**config.mk**
```make
export PLATFORM = sky130hd
export DESIGN_NAME = vec_mul_sequencer
export DESIGN_NICKNAME = d
export VERILOG_FILES = /design/src/rtl/vec_mul_sequencer.sv
export SDC_FILE = /design/constraint.sdc
export NUM_CORES = 1
export LEC_CHECK = 0
export CORE_ASPECT_RATIO = 2
export CORE_UTILIZATION = 64
export CTS_BUF_LIST = sky130_fd_sc_hd__clkbuf_8
export CTS_CLUSTER_SIZE = 30
export DETAILED_ROUTE_END_ITERATION = 8
export PLACE_DENSITY = 0.88
export SLEW_MARGIN = 15
export SYNTH_ARGS = -nofsm -noshare
export SYNTH_HDL_FRONTEND = slang
export SYNTH_SLANG_ARGS = --single-unit
```
**constraint.sdc**
```tcl
create_clock -name clk -period 11.2 [get_ports clk]
set_input_delay 3.36 -clock clk [delete_from_list [all_inputs] [get_ports clk]]
set_output_delay 3.36 -clock clk [all_outputs]
set_load 0.005 [all_outputs]
```
**src/rtl/vec_mul_sequencer.sv**
```systemverilog
// Control sequencer for the 1x64 vector-multiply datapath: weight fetch/reload,
// Unified Buffer read issue, latency-aligned Results SRAM writes and completion.
module vec_mul_sequencer #(
  parameter int ADDRESSSIZE  = 10,
  parameter int SRAM_RD_LAT  = 1,
  parameter int PIPE_LATENCY = 64
) (
  input  logic                   clk,
  input  logic                   rst,
  input  logic                   start,
  input  logic                   abort,
  input  logic                   load_weights,
  input  logic [ADDRESSSIZE-1:0] src_base,
  input  logic [ADDRESSSIZE-1:0] dst_base,
  input  logic [ADDRESSSIZE:0]   num_vectors,
  input  logic                   fifo_empty,
  output logic                   fifo_read_enable,
  output logic                   weight_reload,
  output logic [ADDRESSSIZE-1:0] sram_address,
  output logic                   valid_address,
  output logic                   result_write_enable,
  output logic [ADDRESSSIZE-1:0] result_address,
  output logic                   busy,
  output logic                   done
);

  localparam int LAT = SRAM_RD_LAT + PIPE_LATENCY;
  localparam int AW  = ADDRESSSIZE;

  typedef enum logic [2:0] {
    S_IDLE    = 3'd0,
    S_WFETCH  = 3'd1,
    S_WRELOAD = 3'd2,
    S_STREAM  = 3'd3,
    S_DRAIN   = 3'd4,
    S_DONE    = 3'd5
  } state_e;

  state_e          state_q, state_d;
  logic [AW-1:0]   src_q, src_d;
  logic [AW-1:0]   dst_q, dst_d;
  logic [AW:0]     n_q, n_d;
  logic [AW:0]     k_q, k_d;
  logic [AW-1:0]   wcnt_q, wcnt_d;
  logic [LAT-2:0]  sr_q, sr_d;

  logic            fre_q, fre_d;
  logic            wr_q, wr_d;
  logic [AW-1:0]   addr_q, addr_d;
  logic            valid_q, valid_d;
  logic            rwe_q, rwe_d;
  logic [AW-1:0]   raddr_q, raddr_d;
  logic            busy_q, busy_d;
  logic            done_q, done_d;
  logic            abort_s;

  assign abort_s = abort && (state_q != S_IDLE);

  // Next-state, operand capture and registered-output computation.
  always_comb begin
    state_d = state_q;
    src_d   = src_q;
    dst_d   = dst_q;
    n_d     = n_q;
    k_d     = k_q;
    fre_d   = 1'b0;
    wr_d    = 1'b0;
    addr_d  = '0;
    valid_d = 1'b0;

    case (state_q)
      S_IDLE: begin
        if (start) begin
          src_d = src_base;
          dst_d = dst_base;
          n_d   = num_vectors;
          k_d   = '0;
          if (load_weights) begin
            state_d = S_WFETCH;
            fre_d   = !fifo_empty;
          end else if (num_vectors == '0) begin
            state_d = S_DRAIN;
          end else begin
            state_d = S_STREAM;
            valid_d = 1'b1;
            addr_d  = src_base;
            k_d     = {{AW{1'b0}}, 1'b1};
          end
        end else begin
          state_d = S_IDLE;
        end
      end
      // A pop visible this cycle means the tile is on the FIFO output next.
      S_WFETCH: begin
        if (fre_q) begin
          state_d = S_WRELOAD;
          wr_d    = 1'b1;
        end else if (!fifo_empty) begin
          fre_d = 1'b1;
        end else begin
          state_d = S_WFETCH;
        end
      end
      S_WRELOAD: begin
        if (n_q == '0) begin
          state_d = S_DRAIN;
        end else begin
          state_d = S_STREAM;
          valid_d = 1'b1;
          addr_d  = src_q;
          k_d     = {{AW{1'b0}}, 1'b1};
        end
      end
      S_STREAM: begin
        if (k_q == n_q) begin
          state_d = S_DRAIN;
        end else begin
          valid_d = 1'b1;
          addr_d  = src_q + k_q[AW-1:0];
          k_d     = k_q + {{AW{1'b0}}, 1'b1};
        end
      end
      S_DRAIN: begin
        if (sr_q == '0) begin
          state_d = S_DONE;
        end else begin
          state_d = S_DRAIN;
        end
      end
      S_DONE: begin
        state_d = S_IDLE;
      end
      default: begin
        state_d = S_IDLE;
      end
    endcase

    if (abort_s) begin
      state_d = S_IDLE;
      fre_d   = 1'b0;
      wr_d    = 1'b0;
      valid_d = 1'b0;
      addr_d  = '0;
      k_d     = '0;
    end else begin
      k_d = k_d;
    end

    busy_d = (state_d != S_IDLE);
    done_d = (state_d == S_DONE);
  end

  // Result alignment: issues ripple through LAT-1 stages, then the write register.
  always_comb begin
    sr_d    = '0;
    rwe_d   = 1'b0;
    wcnt_d  = '0;
    raddr_d = '0;
    if (abort_s) begin
      sr_d   = '0;
      rwe_d  = 1'b0;
      wcnt_d = '0;
    end else begin
      sr_d  = {sr_q[LAT-3:0], valid_q};
      rwe_d = sr_q[LAT-2];
      if (state_q == S_IDLE && start) begin
        wcnt_d = '0;
      end else begin
        wcnt_d = wcnt_q + {{(AW-1){1'b0}}, rwe_d};
      end
    end
    if (rwe_d) begin
      raddr_d = dst_q + wcnt_q;
    end else begin
      raddr_d = '0;
    end
  end

  // State, operand and output registers.
  always_ff @(posedge clk or posedge rst) begin
    if (rst) begin
      state_q <= S_IDLE;
      src_q   <= '0;
      dst_q   <= '0;
      n_q     <= '0;
      k_q     <= '0;
      wcnt_q  <= '0;
      sr_q    <= '0;
      fre_q   <= 1'b0;
      wr_q    <= 1'b0;
      addr_q  <= '0;
      valid_q <= 1'b0;
      rwe_q   <= 1'b0;
      raddr_q <= '0;
      busy_q  <= 1'b0;
      done_q  <= 1'b0;
    end else begin
      state_q <= state_d;
      src_q   <= src_d;
      dst_q   <= dst_d;
      n_q     <= n_d;
      k_q     <= k_d;
      wcnt_q  <= wcnt_d;
      sr_q    <= sr_d;
      fre_q   <= fre_d;
      wr_q    <= wr_d;
      addr_q  <= addr_d;
      valid_q <= valid_d;
      rwe_q   <= rwe_d;
      raddr_q <= raddr_d;
      busy_q  <= busy_d;
      done_q  <= done_d;
    end
  end

  assign fifo_read_enable    = fre_q;
  assign weight_reload       = wr_q;
  assign sram_address        = addr_q;
  assign valid_address       = valid_q;
  assign result_write_enable = rwe_q;
  assign result_address      = raddr_q;
  assign busy                = busy_q;
  assign done                = done_q;

endmodule

```
==> flow_summary.toml <==
[synth]
syn_area_per_cell_um2 = 10.28
syn_inst = 638
ys_types = 49
synthArstFlopShare_pct = 100.0
synth.yosys.warnings = 0
synthFlopType = "dfrtp_1"
synthXorXnorAreaFrac_pct = 4.539
synth.area.mux_share_pct = 0
yosys.area_share.simple_pct = 23.32
synth_enable_flop_cells = 0
synth_top_family_by_area = "simple AND/OR/NAND/NOR gates"
netlist_area_um2 = 6561
yosys.area.top_type = "dfrtp_1"
yosys-top-cells-area = "dfrtp_1, nand2_1, and2_1, ha_1, xnor2_1"
synth_top_area_share_pct = 55.30
ys_ff_latch = 145
synth-adder-area-share_pct = 4.615
synth-compound-area-share_pct = 9.783
synthesis.nets = 698
ys_seq_area_share_pct = 55.30

[routing]
final_antenna_net_count = 0
wl_met2_mm = 8.832
viasPerCell = 6.007
wl_per_cell_um = 18.37
met3_length_um = 627
dr.first_iter.drc_count = 367
met1Wirelength_mm = 5.399
drc = 0
vias = 5106
firstDrtPassIters = 5
highest_layer = "met4"
routed_wl_mm = 15.62

[status]
status = "complete, no violations"

[grt]
grt.total_usage_pct = 32.36
grt_max_degree = 76
grt_pass1_vias = 5586
overflow = 0
grt_pass1_wl_mm = 25.72
antenna_found_initial = 0

[power_and_ir_drop]
p_leak_nw = 3.727
powerDensity_nw_per_um2 = 206.6
vdd_drop_max_mv = 0.1390

[layout]
antenna_cells = 0
drive_above_1_share_pct = 7.692
nets = 762
syn_to_final_growth_pct = 17.91
design_area_um2 = 7736
mostFrequentLayoutCell = "dfrtp_1"
final_cell_mix = "dfrtp_1, nand2_1, and2_1"
fin_cells = 850
nFillCells = 669

[clocking]
htree_levels = 4
ctsResizeCount = 0
postCtsSetupBuffers = 0
cts_buffers = 17
cts_hold_buf = 0
cts_tree = "built"
clock_latency_ns = 0.47
clk_pin_slew_ns = 0.09
root_buffer = "clkbuf_8"
cts_sinks = 145
cts.path.max_buffers = 2

[sta]
fmax_ghz = 0.2062
slew_headroom_pct = 41.35
hold_slack_ns = 0.4905
final_hold_viol_count = 0
worst_pin_slew_ns = 0.8797
finClkSkew_ns = 0.01203
rsz0062_at_grt = "no"
report.final.slew_viol_count = 0
fin_ws_ns = 6.351
fin_crit_ns = 4.849
setup_tns_ns = 0
fin_crit_sh_pct = 43.29
setup_violations = 0

[floorplanning]
initial_core_util_pct = 65.48
coreArea_um2 = 10020
die_y_um = 145.2
num_io_pins = 63
num_rows = 52
dieArea_um2 = 10690
die_w_um = 73.60

[placement]
numPortBuffers = 62
dp_hpwl_mm = 10.65
gp_congestion = 0.8733
placed_cells = 818
dp_slack_ns = 5.912
post_dp_cell_area_um2 = 7284

[worst_setup_path]
crit_chain = "clkdlybuf4s50_1, nor2b_1, nand2_1, buf_4, nor2_1, a21oi_1, a311oi_2, nor2b_1"
crit_path_start_kind = "input pin"
cp.required_ns = 11.60
max_stage_delay_ns = 0.49
worst-setup-path-type = "in -> reg"
critPathMaxFanout = 34
critPathCaptureType = "flop"
cpMostUsedCell = "nor2b_1"
worstPathArrival_ns = 5.25
slowest_stage = "clkdlybuf4s50_1"

[flow_run]
cap_violations = 0

[hold_path]
hp-class = "reg -> reg"
==> cell type report <==
type	instances	area, um^2	area share (%)
timing repair buffer	67	658.1	8.507
tap	135	168.9	2.183
inverter	13	53.80	0.6955
multi-input combinational	458	2775	35.87
clock buffer	17	234.0	3.024
sequential	145	3628	46.90
clock inverter	15	217.7	2.814
==> registers in the layout (all words and copies together) (netlist names) <==
signal and count:
sram_address 10, valid_address 1, wcnt_q 10, dst_q 10, fifo_read_enable 1, k_q 11, weight_reload 1, result_address 10
busy 1, state_q 3, src_q 10, sr_q 64, n_q 11, done 1, result_write_enable 1
==> cells in the mapped netlist (all sizes together), types with 14 or more instances <==
cell type and instances:
dfrtp 145, nand2 116, and2 65, nor2 48
o21ai 24, ha 21, nand3 21, xnor2 21
a21oi 20, nor4 19, clkbuf 16, and3 14
==> worst max-delay path, delay by kind of cell <==
kind | cells | cell delay [ns]
AND/OR/NAND/NOR | 4 | 0.68
buffers and inverters | 2 | 0.75
AO/OA/AOI/OAI | 2 | 0.45
==> path summary, 6_finish.rpt <==
kind                           from                 to  slack (ns)  cells after the start
setup / recovery              start               done        6.35                      8
hold / removal             sr_q[17]           sr_q[18]        0.49                      1
setup reg to reg             k_q[0]         state_q[1]        8.80                      6
hold reg to reg            sr_q[17]           sr_q[18]        0.49                      1
max in group asynchronous       rst           sr_q[19]        6.48                      3
min in group asynchronous       rst  result_address[3]        3.36                      2
==> per-layer routing <==
layer	vias to the layer above	track usage (%)
li1	2304	-
met1	2530	33.62
met2	201	56.74
met3	71	7.083
met4	0	19.62
met5	-	0
==> cells by family (layout without fill, tap and decap cells) <==
group,after synthesis,in the layout
flip-flops,145,145
AO/OA/AOI/OAI,89,89
XOR/XNOR,34,34
adder cells (fa/ha/maj),23,23
AND/OR/NAND/NOR,312,312
buffers and inverters,35,112
==> power by group <==
part           total [W]  leakage, nW  internal [W]  switching [W]
registers       0.000691         1.97      0.000605      0.0000863
clock network   0.000470        0.225      0.000250       0.000221
logic           0.000437         1.54      0.000181       0.000256
==> stage by stage <==
step	utilization [%]	power, W
6_report	77.21	0.001598
5_1_grt	77.21	0.001682
4_1_cts	77.21	0.001597
3_5_place_dp	72.70	0.001128
3_3_place_gp	72.70	0.001102
2_1_floorplan	-	0.0009852
(Power assumes the default switching activity.)
